===== src/rtl/mp3_stream_feeder_if.sv =====
// Word stream from the feeder to the downstream SPI serialiser.
// The feeder drives data/last/valid; the serialiser answers with ready.
interface mp3_stream_feeder_if;
    logic [31:0] word_data;
    logic        word_last;
    logic        word_valid;
    logic        word_ready;

    modport master (output word_data, word_last, word_valid, input word_ready);
    modport slave  (input word_data, word_last, word_valid, output word_ready);
endinterface


===== src/rtl/mp3_stream_feeder.sv =====
// MP3 stream feeder: reads track words out of a block ROM and streams them
// into a small output FIFO that feeds the SPI serialiser.
//
// state | meaning
// ------+-----------------------------------------------------------------
// IDLE  | no track active, nothing buffered or in flight
// FETCH | issuing ROM reads, limited by FIFO credit and pause
// DRAIN | all addresses issued, waiting for in-flight and buffered words
module mp3_stream_feeder #(
    parameter int          ROM_LAT    = 2,
    parameter int          FIFO_DEPTH = 4,
    parameter logic [14:0] T0_BASE    = 15'd0,
    parameter logic [14:0] T0_LEN     = 15'd22262,
    parameter logic [14:0] T1_BASE    = 15'd0,
    parameter logic [14:0] T1_LEN     = 15'd0,
    parameter logic [14:0] T2_BASE    = 15'd0,
    parameter logic [14:0] T2_LEN     = 15'd0,
    parameter logic [14:0] T3_BASE    = 15'd0,
    parameter logic [14:0] T3_LEN     = 15'd0
) (
    input  logic                      clk,
    input  logic                      rst,
    input  logic                      play_req,
    input  logic [1:0]                track_sel,
    input  logic                      loop_en,
    input  logic                      pause,
    output logic [14:0]               rom_addr,
    input  logic [31:0]               rom_data,
    mp3_stream_feeder_if.master       word_if,
    output logic                      track_done,
    output logic                      busy
);
    localparam int AW = $clog2(FIFO_DEPTH);
    localparam int CW = AW + 1;

    typedef enum logic [1:0] {IDLE, FETCH, DRAIN} state_t;

    state_t                state_q, state_d;
    logic [14:0]           addr_q, addr_d;
    logic [14:0]           remain_q, remain_d;
    logic [14:0]           base_q, base_d;
    logic [14:0]           len_q, len_d;
    logic [ROM_LAT-1:0]    vld_pipe_q, vld_pipe_d;
    logic [ROM_LAT-1:0]    last_pipe_q, last_pipe_d;
    logic [31:0]           mem_data_q [FIFO_DEPTH];
    logic [31:0]           mem_data_d [FIFO_DEPTH];
    logic [FIFO_DEPTH-1:0] mem_last_q, mem_last_d;
    logic [AW-1:0]         wr_ptr_q, wr_ptr_d;
    logic [AW-1:0]         rd_ptr_q, rd_ptr_d;
    logic [CW-1:0]         fifo_cnt_q, fifo_cnt_d;
    logic                  track_done_q, track_done_d;

    logic [14:0] sel_base;
    logic [14:0] sel_len;
    logic [5:0]  inflight;
    logic        fifo_empty;
    logic        word_valid;
    logic        head_last;
    logic        credit_ok;
    logic        issue;
    logic        push;
    logic        pop;

    // Track table lookup for the requested track.
    always_comb begin
        sel_base = T0_BASE;
        sel_len  = T0_LEN;
        case (track_sel)
            2'd1:    begin sel_base = T1_BASE; sel_len = T1_LEN; end
            2'd2:    begin sel_base = T2_BASE; sel_len = T2_LEN; end
            2'd3:    begin sel_base = T3_BASE; sel_len = T3_LEN; end
            default: begin sel_base = T0_BASE; sel_len = T0_LEN; end
        endcase
    end

    // Reads still travelling through the ROM pipe.
    always_comb begin
        inflight = '0;
        for (int i = 0; i < ROM_LAT; i++) begin
            inflight = inflight + 6'(vld_pipe_q[i]);
        end
    end

    assign fifo_empty = (fifo_cnt_q == '0);
    assign word_valid = !fifo_empty && !pause;
    assign head_last  = mem_last_q[rd_ptr_q];
    assign pop        = word_valid && word_if.word_ready;
    // Counting in-flight reads as occupied slots guarantees every landing word has room.
    assign credit_ok  = (6'(fifo_cnt_q) + inflight) < 6'(FIFO_DEPTH);
    // A restart request suppresses this cycle's read and discards the word landing now.
    assign issue      = (state_q == FETCH) && !pause && !play_req && credit_ok;
    assign push       = vld_pipe_q[ROM_LAT-1] && !play_req;

    // Next-state logic for sequencing, ROM pipe and output FIFO.
    always_comb begin
        state_d      = state_q;
        addr_d       = addr_q;
        remain_d     = remain_q;
        base_d       = base_q;
        len_d        = len_q;
        mem_data_d   = mem_data_q;
        mem_last_d   = mem_last_q;
        wr_ptr_d     = wr_ptr_q;
        rd_ptr_d     = rd_ptr_q;
        vld_pipe_d   = '0;
        last_pipe_d  = '0;

        vld_pipe_d[0]  = issue;
        last_pipe_d[0] = issue && (remain_q == 15'd1);
        for (int i = 1; i < ROM_LAT; i++) begin
            vld_pipe_d[i]  = vld_pipe_q[i-1];
            last_pipe_d[i] = last_pipe_q[i-1];
        end

        if (push) begin
            mem_data_d[wr_ptr_q] = rom_data;
            mem_last_d[wr_ptr_q] = last_pipe_q[ROM_LAT-1];
            wr_ptr_d             = wr_ptr_q + 1'b1;
        end
        if (pop) begin
            rd_ptr_d = rd_ptr_q + 1'b1;
        end
        fifo_cnt_d = fifo_cnt_q + CW'(push) - CW'(pop);

        // The pulse for a last word taken this cycle survives a simultaneous restart.
        track_done_d = (pop && head_last) || (play_req && (sel_len == '0));

        case (state_q)
            FETCH: begin
                if (issue) begin
                    addr_d   = addr_q + 15'd1;
                    remain_d = remain_q - 15'd1;
                    if (remain_q == 15'd1) begin
                        if (loop_en) begin
                            addr_d   = base_q;
                            remain_d = len_q;
                        end else begin
                            state_d = DRAIN;
                        end
                    end
                end
            end
            DRAIN: begin
                if (fifo_empty && (inflight == '0)) begin
                    state_d = IDLE;
                end
            end
            default: state_d = IDLE;
        endcase

        if (play_req) begin
            vld_pipe_d  = '0;
            last_pipe_d = '0;
            wr_ptr_d    = '0;
            rd_ptr_d    = '0;
            fifo_cnt_d  = '0;
            if (sel_len == '0) begin
                state_d = IDLE;
            end else begin
                state_d  = FETCH;
                base_d   = sel_base;
                len_d    = sel_len;
                addr_d   = sel_base;
                remain_d = sel_len;
            end
        end
    end

    // State and datapath registers.
    always_ff @(posedge clk) begin
        if (rst) begin
            state_q      <= IDLE;
            addr_q       <= '0;
            remain_q     <= '0;
            base_q       <= '0;
            len_q        <= '0;
            vld_pipe_q   <= '0;
            last_pipe_q  <= '0;
            mem_last_q   <= '0;
            wr_ptr_q     <= '0;
            rd_ptr_q     <= '0;
            fifo_cnt_q   <= '0;
            track_done_q <= 1'b0;
            for (int i = 0; i < FIFO_DEPTH; i++) begin
                mem_data_q[i] <= '0;
            end
        end else begin
            state_q      <= state_d;
            addr_q       <= addr_d;
            remain_q     <= remain_d;
            base_q       <= base_d;
            len_q        <= len_d;
            vld_pipe_q   <= vld_pipe_d;
            last_pipe_q  <= last_pipe_d;
            mem_last_q   <= mem_last_d;
            wr_ptr_q     <= wr_ptr_d;
            rd_ptr_q     <= rd_ptr_d;
            fifo_cnt_q   <= fifo_cnt_d;
            track_done_q <= track_done_d;
            mem_data_q   <= mem_data_d;
        end
    end

    assign rom_addr           = addr_q;
    assign word_if.word_data  = mem_data_q[rd_ptr_q];
    assign word_if.word_last  = head_last;
    assign word_if.word_valid = word_valid;
    assign track_done         = track_done_q;
    assign busy               = (state_q != IDLE);
endmodule


===== src/flat_wrapper.sv =====
// flat-port wrapper written by rule: the top's interface ports become plain ports
module mp3_stream_feeder_flat 
#(
    parameter int          ROM_LAT    = 2,
    parameter int          FIFO_DEPTH = 4,
    parameter logic [14:0] T0_BASE    = 15'd0,
    parameter logic [14:0] T0_LEN     = 15'd22262,
    parameter logic [14:0] T1_BASE    = 15'd0,
    parameter logic [14:0] T1_LEN     = 15'd0,
    parameter logic [14:0] T2_BASE    = 15'd0,
    parameter logic [14:0] T2_LEN     = 15'd0,
    parameter logic [14:0] T3_BASE    = 15'd0,
    parameter logic [14:0] T3_LEN     = 15'd0
)
  (clk, rst, play_req, track_sel, loop_en, pause, rom_addr, rom_data, track_done, busy, word_if_word_data, word_if_word_last, word_if_word_valid, word_if_word_ready);
  mp3_stream_feeder_if word_if_i ();
  input  logic clk;
  input  logic rst;
  input  logic play_req;
  input  logic [1:0] track_sel;
  input  logic loop_en;
  input  logic pause;
  output logic [14:0] rom_addr;
  input  logic [31:0] rom_data;
  output logic track_done;
  output logic busy;
  output wire logic [$bits(word_if_i.word_data)-1:0] word_if_word_data;
  output wire logic [$bits(word_if_i.word_last)-1:0] word_if_word_last;
  output wire logic [$bits(word_if_i.word_valid)-1:0] word_if_word_valid;
  input wire logic [$bits(word_if_i.word_ready)-1:0] word_if_word_ready;
  assign word_if_word_data = word_if_i.word_data;
  assign word_if_word_last = word_if_i.word_last;
  assign word_if_word_valid = word_if_i.word_valid;
  assign word_if_i.word_ready = word_if_word_ready;
  mp3_stream_feeder #(.ROM_LAT(ROM_LAT), .FIFO_DEPTH(FIFO_DEPTH), .T0_BASE(T0_BASE), .T0_LEN(T0_LEN), .T1_BASE(T1_BASE), .T1_LEN(T1_LEN), .T2_BASE(T2_BASE), .T2_LEN(T2_LEN), .T3_BASE(T3_BASE), .T3_LEN(T3_LEN)) u_core (.clk(clk), .rst(rst), .play_req(play_req), .track_sel(track_sel), .loop_en(loop_en), .pause(pause), .rom_addr(rom_addr), .rom_data(rom_data), .word_if(word_if_i), .track_done(track_done), .busy(busy));
endmodule

===== config.mk =====
export PLATFORM = sky130hd
export DESIGN_NAME = mp3_stream_feeder_flat
export DESIGN_NICKNAME = d
export VERILOG_FILES = /design/src/rtl/mp3_stream_feeder_if.sv /design/src/rtl/mp3_stream_feeder.sv /design/src/flat_wrapper.sv
export SDC_FILE = /design/constraint.sdc
export NUM_CORES = 1
export LEC_CHECK = 0
export CAP_MARGIN = 0
export CORE_UTILIZATION = 25
export CTS_BUF_LIST = sky130_fd_sc_hd__clkbuf_4 sky130_fd_sc_hd__clkbuf_8
export DETAILED_ROUTE_END_ITERATION = 6
export PLACE_DENSITY = 0.5
export SLEW_MARGIN = 5
export SYNTH_ARGS = -nofsm -noshare
export SYNTH_HDL_FRONTEND = slang
export SYNTH_SLANG_ARGS = --single-unit
export TNS_END_PERCENT = 5

===== constraint.sdc =====
create_clock -name clk -period 2 [get_ports clk]
set_clock_uncertainty 0.05 [all_clocks]
set_input_delay 0.2 -clock clk [delete_from_list [all_inputs] [get_ports clk]]
set_output_delay 0.2 -clock clk [all_outputs]
set_load 0.01 [all_outputs]

==> results of run 1 <==
[metrics by stage]
stage                     hold WS (ns)  total power [W]  cell area (um2)
after global placement           0.390          0.00402             9290
after CTS                        0.299          0.00653             9820
after global routing             0.312          0.00674            10000
after detailed placement         0.393          0.00401             9290
after floorplan                  0.286          0.00380             7540
final                            0.335          0.00646            10000
[worst max-delay path: cells and delay by family, from the launching register on]
family	cells	cell delay, ns
mux	1	0.55
buf+inv	3	0.41
flops	1	0.39
[area by class of cell]
cell class | count | share of cell area [%]
sequential | 177 | 35.4
multi-input combinational | 634 | 38.9
clock buffer | 19 | 2.48
inverter | 11 | 0.411
tap | 390 | 4.86
timing repair buffer | 160 | 16.7
clock inverter | 11 | 1.31
[cells by family (layout without fill, tap and decap cells)]
kind of cell	after synthesis	count (layout)	share of synthesized area, %
xor gates and xnor gates	17	17	1.98
adders and majority gates	14	14	2.42
and+or+nand+nor	393	393	22.3
muxes	36	36	10.3
AOI/OAI and AO/OA	174	174	12.1
DFF	177	177	47.0
buffers and inverters	73	201	3.95
[power by group through the flow]
stage	clock (W)	sequential, W	combinational (W)
after floorplan	0	0.00364	0.000165
after global placement	0	0.00364	0.000381
after detailed placement	0	0.00364	0.000377
after CTS	0.00259	0.00355	0.000386
after global routing	0.00274	0.00356	0.000442
final	0.00250	0.00355	0.000408
[per-layer routing]
layer | wire [um] | track usage (%) | up-vias
li1 | - | - | 3236
met1 | 10200 | 19.4 | 3055
met2 | 10400 | 23.7 | 141
met3 | 916 | 3.01 | 14
met4 | 189 | 3.19 | 0
met5 | 0 | 0 | -
[cell usage in the layout, fill, tap and decap left out, types with 12 or more instances in the layout]
cell	count
a21oi_1	143
buf_12	12
buf_4	48
buf_6	35
clkbuf_8	17
clkdlybuf4s50_1	56
dfxtp_1	171
mux4_2	33
nand2_1	285
nor2_1	36
[final timing paths]
check | from | end | slack (ns) | cells after the start
max | u_core.rd_ptr_q[0]$_SDFFE_PP0P_ | word_if_word_data[1] | -0.04 | 4
min | rom_data[19] | u_core.mem_data_q[19]$_SDFFE_PP0P_ | 0.33 | 3
max reg2reg | u_core.remain_q[7]$_SDFF_PP0_ | u_core.remain_q[1]$_SDFF_PP0_ | -0.02 | 7
min reg2reg | u_core.mem_data_q[53]$_SDFFE_PP0P_ | u_core.mem_data_q[53]$_SDFFE_PP0P_ | 0.41 | 2
[registers in the layout (all words and copies together) (netlist names)]
signal	cells
u_core.fifo_cnt_q	3
u_core.rom_addr	15
u_core.mem_last_q	4
u_core.track_done	1
u_core.vld_pipe_q	2
u_core.len_q	1
u_core.mem_data_q	128
u_core.wr_ptr_q	2
u_core.rd_ptr_q	2
u_core.remain_q	15
u_core.state_q	2
u_core.last_pipe_q	2
[timing repair]
| item | CTS | global route |
|---|---|---|
| cloned | 3 | 0 |
| gates resized for setup | 170 | 43 |
| hold endpoints to repair | 4 | 0 |
| setup buffers | 4 | 0 |
| pin swaps | 3 | 10 |
| setup endpoints to repair | 62 | 67 |
| hold buffers | 1 | 0 |
==> flow_metrics.env, run 1 <==
export IMPL_cp_arrival_ns=1.79
export IMPL_fp_coreArea_um2=29600
export IMPL_dieWidth_um=176
export IMPL_peakVddDrop_mv=0.463
export IMPL_io_pins=91
export IMPL_final_nets=1055
export IMPL_post_route_util_pct=33.9
export IMPL_dp_cells=1365
export IMPL_regArea_um2=3550
export IMPL_swShare_pct=24.8
export IMPL_netlist_top_cells_count="nand2_1 (285), dfxtp_1 (177), a21oi_1 (144), clkbuf_1 (54), nor2_1 (38)"
export IMPL_wl_per_cell_um=15.5
export IMPL_switchingPower_w=0.00160
export IMPL_drt_total_wl_um=21700
export IMPL_die_area_um2=30800
export IMPL_area_growth_pct=33.2
export IMPL_worst_slack_ns=-0.0438
export IMPL_rsz0062_at_grt="true"
export IMPL_ys_async_sr_fraction_pct=0
export IMPL_clkPwrFrac_pct=38.7
export IMPL_n_fill_cell=3123
export IMPL_finalHoldViolations=0
export IMPL_crit_top_cell="buf_6"
export IMPL_rows=63
export IMPL_final_min_clock_period_ns=2.04
export IMPL_ys_ff_latch=177
export IMPL_synth_main_ff_cell="dfxtp_1"
export IMPL_combPwrFrac_pct=6.3
export IMPL_cp_max_fo=4
export IMPL_synth_nets=938
export IMPL_worstSetupPathType="reg -> out"
export IMPL_status="complete, but fails checks"
export IMPL_grt_total_usage_pct=14.4
export IMPL_cap_violations=0
export IMPL_tns_ns=-0.402
export IMPL_synth_cell_types=46
export IMPL_clockBufferDepth=2
export IMPL_seq_power_share_pct=55.0
export IMPL_first_iter_violations=424
export IMPL_synth_top_area_cell="dfxtp_1"
export IMPL_grt_start_max_net_pins=89
export IMPL_vias_per_cell=4.60
export IMPL_syn_area_um2=7540
export IMPL_fin_cells=1402
export IMPL_synthCells=884
export IMPL_vias=6446
export IMPL_drv_slew=0
export IMPL_antenna_cells=0
export IMPL_leakagePower_nw=3.35
export IMPL_drc=0
export IMPL_grt_pass1_wl_um=34700
export IMPL_synth_area_leaders="dfxtp_1 (47%), nand2_1 (14%), mux4_2 (9.9%), a21oi_1 (9.6%), clkbuf_1 (2.7%)"
export IMPL_crit_chain="buf_6 -> buf_16 -> mux4_2 -> buf_6"
export IMPL_die_h_um=176
export IMPL_synth_area_per_cell_um2=8.53
export IMPL_setup_violations_final=17
export IMPL_required_ns=1.75
export IMPL_cts_buffers=17
export IMPL_clk_pin_slew_ns=0.10
export IMPL_place_gp_congestion=0.782
export IMPL_grt_overflow=0
export IMPL_critPathCaptureType="output pin"
export IMPL_dpl_hpwl_um=13500
export IMPL_cts_tree="done"
export IMPL_drive_above_1_share_pct=20.3
export IMPL_tightest_slew_ns=0.650
export IMPL_place_ws_ns=-0.218
export IMPL_start_util_pct=25.4
export IMPL_synth_top_area_share_pct=47.0
export IMPL_clk_insertion_delay_late_ns=0.46
export IMPL_hold_class="in -> reg"
export IMPL_synth_seq_area_share_pct=47.0
export IMPL_violations="setup timing"
export IMPL_maxSlewHeadroom_pct=56.7
export IMPL_antenna_left=0
export IMPL_cts_htree_levels=4
export IMPL_clock_fmax_ghz=0.489
export IMPL_grt_pass1_vias=6327
export IMPL_p_per_area_nw_per_um2=644
export IMPL_port_buffers=90
export IMPL_fin_crit_sh_pct=102
export IMPL_yosysMostFrequentCell="nand2_1"
export IMPL_cts_root_buf="clkbuf_8"
export IMPL_antenna_found_initial=0
export IMPL_worst_path_largest_cell_delay_ns=0.55
export IMPL_synth_warnings=0
export IMPL_synth_edf_count=0
export IMPL_slowest_stage="mux4_2"
export IMPL_cts_sinks=177
export IMPL_multiInputGateArea_um2=3900
export IMPL_start_kind="register"
export IMPL_firstDrtPassIters=7
export IMPL_internal_power_w=0.00486
Power figures use the tool's default switching activity.
==> inputs of run 2 (changes only) <==
PLACE_DENSITY = 0.48   (was 0.5)
clock period = 2.15 ns   (was 2 ns; I/O delays follow)
==> run 2 against run 1 <==
Against the previous run:
- the run now ends clean
- die area did not move
- cell count fell by 1.1%
- sequential power fell by 6.8%
- power fell by 6.1%
- core utilization fell by 1.3 points
- global-route usage rose by 0.14 points
- flip-flop and latch count did not move
- combinational power fell by 14%
- via count fell by 0.51%
- critical path depth fell by 1
- first-iteration DRC count rose by 14%
- critical endpoint is now word_if_word_data[2]
==> flow_metrics.env, run 2 (synthesis results as in run 1) <==
export IMPL_status="completed"
export IMPL_routed_wl_met2_um=10400
export IMPL_vias_per_cell=4.62
export IMPL_rows=63
export IMPL_clockBufferDepth=2
export IMPL_post_route_util_pct=32.5
export IMPL_rsz0062_at_grt="true"
export IMPL_drt_total_wl_um=21800
export IMPL_worst_path_buf_inv=2
export IMPL_largest_reg_flops=128
export IMPL_cts_htree_levels=4
export IMPL_cts_tree="done"
export IMPL_antenna_left=0
export IMPL_port_buffers=90
export IMPL_antenna_cells=0
export IMPL_grt_total_usage_pct=14.6
export IMPL_critPathCaptureType="output pin"
export IMPL_fp_coreArea_um2=29600
export IMPL_final_min_clock_period_ns=2.15
export IMPL_p_per_area_nw_per_um2=630
export IMPL_worst_path_largest_cell_delay_ns=0.52
export IMPL_dpl_hpwl_um=13400
export IMPL_worst_slack_ns=0.00239
export IMPL_wl_met3_um=762
export IMPL_grt_start_max_net_pins=91
export IMPL_regMostFlops="u_core.mem_data_q"
export IMPL_most_common_layout_cells="nand2_1 (285), dfxtp_1 (174), a21oi_1 (144)"
export IMPL_slowest_stage="mux4_2"
export IMPL_min_from="rom_data[10]"
export IMPL_cts_root_buf="clkbuf_8"
export IMPL_cp_arrival_ns=1.88
export IMPL_leakagePower_nw=3.24
export IMPL_grt_overflow=0
export IMPL_cp_max_fo=6
export IMPL_crit_start="u_core.rd_ptr_q[0]$_SDFFE_PP0P_"
export IMPL_cts_buffers=17
export IMPL_vias=6413
export IMPL_clock_fmax_ghz=0.466
export IMPL_cts_sinks=177
export IMPL_dr_max_layer_used="met4"
export IMPL_crit_chain="bufbuf_16 -> mux4_2 -> clkdlybuf4s15_2"
export IMPL_start_kind="register"
export IMPL_final_common_cell="nand2_1"
export IMPL_firstDrtPassIters=6
export IMPL_path_delay_family="buffers and inverters"
export IMPL_worstSetupPathType="reg -> out"
export IMPL_dieWidth_um=176
export IMPL_drc=0
export IMPL_die_h_um=176
export IMPL_setup_violations_final=0
export IMPL_grt_pass1_vias=6473
export IMPL_clk_insertion_delay_late_ns=0.46
export IMPL_antenna_found_initial=0
export IMPL_hold_class="in -> reg"
export IMPL_peakVddDrop_mv=0.306
export IMPL_io_pins=91
export IMPL_min_path_cells=3
export IMPL_clk_pin_slew_ns=0.10
export IMPL_first_iter_violations=485
export IMPL_final_nets=1038
export IMPL_drv_slew=0
export IMPL_fin_crit_sh_pct=99.9
export IMPL_grt_pass1_wl_um=35100
export IMPL_maxSlewHeadroom_pct=63.3
export IMPL_drive_above_1_share_pct=16.3
export IMPL_wl_per_cell_um=15.7
export IMPL_die_area_um2=30800
export IMPL_finalHoldViolations=0
export IMPL_r2r_start="u_core.remain_q[7]$_SDFF_PP0_"
export IMPL_tightest_slew_ns=0.550
export IMPL_required_ns=1.88
export IMPL_place_gp_congestion=0.749
export IMPL_place_ws_ns=-0.0918
export IMPL_start_util_pct=25.4
export IMPL_area_growth_pct=28.0
export IMPL_reg2reg_depth=7
export IMPL_crit_cells=3
export IMPL_cap_violations=0
export IMPL_met1_length_um=10500
run 2: changes by cell type in the layout (fill, tap and decap cells not counted), sizes merged:
cell / change
buf: -30
bufbuf: +1
clkbuf: +6
clkdlybuf4s15: +6
clkinv: +1
clkinvlp: -1
dlygate4sd2: +1
inv: +1
run 2: repair_timing:
action,in CTS,in global routing
endpoints found under the setup margin,39,46
setup buffers,2,1
hold buffers,1,0
gates resized for setup,107,32
pin swaps,1,0
cloned,2,0
hold endpoints to repair,1,0
run 2: worst paths after layout:
kind | to | slack (ns)
setup / recovery | word_if_word_data[2] | 0.002
hold / removal | u_core.mem_data_q[10]$_SDFFE_PP0P_ | 0.35
setup reg to reg | u_core.remain_q[2]$_SDFF_PP0_ | 0.09
hold reg to reg | u_core.last_pipe_q[1]$_SDFF_PP0_ | 0.39
run 2: metal layers:
layer  vias up  track usage [%]
li1       3211                -
met1      3082             19.3
met2       114             24.3
met3         6             3.14
met4         0             2.86
met5         -                0
run 2: metrics by stage:
| stage | std cells | area [um2] | hold WS (ns) | power (W) | TNS (ns) |
|---|---|---|---|---|---|
| after floorplan | 884 | 7540 | 0.301 | 0.00354 | 0 |
| after global placement | 1350 | 9170 | 0.389 | 0.00373 | -1.15 |
| after detailed placement | 1350 | 9170 | 0.383 | 0.00372 | -0.970 |
| after CTS | 1387 | 9610 | 0.321 | 0.00616 | -0.530 |
| after global routing | 1387 | 9640 | 0.321 | 0.00634 | -0.196 |
| final | 1387 | 9640 | 0.350 | 0.00607 | 0 |
run 2: where the power goes:
part	switching, W	internal, W
clock network	0.00129	0.00112
logic	0.000198	0.000151
registers	0.0000171	0.00329
run 2: tightest hold or removal path, delay by kind of cell:
| family | cells | cell delay [ns] |
|---|---|---|
| AO/OA/AOI/OAI | 1 | 0.05 |
| buffers and inverters | 1 | 0.47 |
| AND/OR/NAND/NOR | 1 | 0.09 |
run 2: final cells by class:
type	count	area [um2]
Multi-Input combinational cell	634	3740
Inverter	11	41.3
Clock buffer	20	263
Clock inverter	12	148
Sequential cell	177	3550
Timing Repair Buffer	143	1410
Fill cell	3153	20000
Tap cell	390	488
==> inputs of run 3 (changes only) <==
CORE_ASPECT_RATIO = 1.5   (was not set)
==> run 3 against run 2 <==
Against the previous run:
- register-to-register slack improved by 0.02 ns
- hold slack lost 0.0056 ns
- power increased by 0.97%
- combinational power is essentially flat
- cell area up 0.62%
==> flow_metrics.env, run 3 (synthesis results as in run 1) <==
export IMPL_status="completed"
export IMPL_finalHoldViolations=0
export IMPL_die_area_um2=30900
export IMPL_tightest_slew_ns=0.597
export IMPL_leakagePower_nw=3.25
export IMPL_place_gp_congestion=0.794
export IMPL_drive_above_1_share_pct=16.7
export IMPL_start_util_pct=25.5
export IMPL_min_path_cells=3
export IMPL_largest_reg_flops=128
export IMPL_internal_power_w=0.00473
export IMPL_die_h_um=215
export IMPL_drc=0
export IMPL_switchingPower_w=0.00140
export IMPL_vias_per_cell=4.61
export IMPL_cts_tree="done"
export IMPL_p_per_area_nw_per_um2=632
export IMPL_maxSlewHeadroom_pct=60.2
export IMPL_required_ns=1.88
export IMPL_rsz0062_at_grt="true"
export IMPL_cts_root_buf="clkbuf_8"
export IMPL_clk_insertion_delay_late_ns=0.46
export IMPL_regMostFlops="u_core.mem_data_q"
export IMPL_grt_total_usage_pct=14.8
export IMPL_cap_violations=0
export IMPL_dp_cells=1354
export IMPL_drt_total_wl_um=22300
export IMPL_grt_pass1_wl_um=34700
export IMPL_clk_pin_slew_ns=0.08
export IMPL_final_nets=1041
export IMPL_clkPwrFrac_pct=40.4
export IMPL_firstDrtPassIters=4
export IMPL_cts_sinks=177
export IMPL_final_common_cell="nand2_1"
export IMPL_drv_slew=0
export IMPL_cts_htree_levels=4
export IMPL_most_common_layout_cells="nand2_1 (285), dfxtp_1 (174), a21oi_1 (144)"
export IMPL_final_cell_area_um2=9700
export IMPL_cp_max_fo=8
export IMPL_grt_overflow=0
export IMPL_cp_arrival_ns=1.80
export IMPL_swShare_pct=22.8
export IMPL_hold_class="in -> reg"
export IMPL_grt_start_max_net_pins=94
export IMPL_reg2reg_depth=8
export IMPL_antenna_found_initial=0
export IMPL_clock_fmax_ghz=0.483
export IMPL_antenna_cells=0
export IMPL_worstSetupPathType="reg -> out"
export IMPL_start_kind="register"
export IMPL_finalPower_w=0.00613
export IMPL_rows=77
export IMPL_cts_buffers=17
export IMPL_fin_cells=1393
export IMPL_fin_crit_sh_pct=96.3
export IMPL_crit_chain="buf_12 -> buf_4 -> mux4_2 -> buf_6"
export IMPL_final_min_clock_period_ns=2.07
export IMPL_port_buffers=90
export IMPL_critPathCaptureType="output pin"
export IMPL_wl_per_cell_um=16.0
export IMPL_hold_ws_ns=0.345
export IMPL_peakVddDrop_mv=0.343
export IMPL_setup_violations_final=0
export IMPL_fp_coreArea_um2=29600
export IMPL_worst_path_largest_cell_delay_ns=0.53
export IMPL_first_iter_violations=233
export IMPL_slowest_stage="mux4_2"
export IMPL_io_pins=91
export IMPL_vias=6426
export IMPL_antenna_left=0
export IMPL_grt_pass1_vias=6307
export IMPL_area_growth_pct=28.8
export IMPL_seq_power_share_pct=53.9
export IMPL_combPwrFrac_pct=5.7
export IMPL_dpl_hpwl_um=13500
export IMPL_placedInstanceArea_um2=9190
export IMPL_clockBufferDepth=2
export IMPL_dieWidth_um=144
run 3: routing by layer:
layer | GRT usage (%) | vias up | share of wire [%]
li1 | - | 3210 | -
met1 | 17.1 | 3083 | 42
met2 | 26.9 | 113 | 53
met3 | 2.64 | 20 | 2.8
met4 | 5.14 | 0 | 1.6
met5 | 0 | - | 0
run 3: repair_timing:
item	CTS	global route
resized for setup	101	41
hold buffers	1	0
buffers inserted	7	0
setup endpoints to repair	42	54
endpoints found under the hold margin	2	0
pin swaps	1	2
cloned	2	0
run 3: power by group through the flow:
stage               clock network (W)  logic (W)  registers, W
floorplan                           0   0.000153       0.00338
CTS                           0.00260   0.000344       0.00330
finish                        0.00248   0.000350       0.00331
detailed placement                  0   0.000339       0.00338
global route                  0.00271   0.000380       0.00331
global placement                    0   0.000345       0.00338
run 3: worst paths after layout:
| check | startpoint | slack, ns | endpoint |
|---|---|---|---|
| worst max register to register | u_core.vld_pipe_q[0]$_SDFF_PP0_ | 0.11 | u_core.rom_addr[8]$_SDFF_PP0_ |
| worst max-delay path | u_core.rd_ptr_q[0]$_SDFFE_PP0P_ | 0.08 | word_if_word_data[4] |
| worst min-delay path | rom_data[6] | 0.34 | u_core.mem_data_q[70]$_SDFFE_PP0P_ |
| worst min register to register | u_core.last_pipe_q[0]$_SDFF_PP0_ | 0.38 | u_core.last_pipe_q[1]$_SDFF_PP0_ |
run 3: final cells by class:
class | count | area, um2
Sequential cell | 177 | 3550
Clock buffer | 19 | 255
Inverter | 11 | 41.3
Fill cell | 3158 | 19900
Clock inverter | 11 | 164
Multi-Input combinational cell | 634 | 3760
Timing Repair Buffer | 146 | 1430
Tap cell | 395 | 494
run 3: per-stage QoR:
stage	util [%]	setup WS, ns	setup TNS [ns]
finish	32.8	0.0806	0
global route	32.8	-0.0180	-0.0832
CTS	32.8	-0.0503	-0.567
detailed placement	31.1	-0.125	-1.81
global placement	31.1	-0.113	-1.89
floorplan	-	0.148	0
run 3: critical path, delay by kind of cell, from the launching register on:
family / cells / cell delay, ns
buffers and inverters: 3 / 0.42
multiplexers: 1 / 0.53
flip-flops: 1 / 0.40
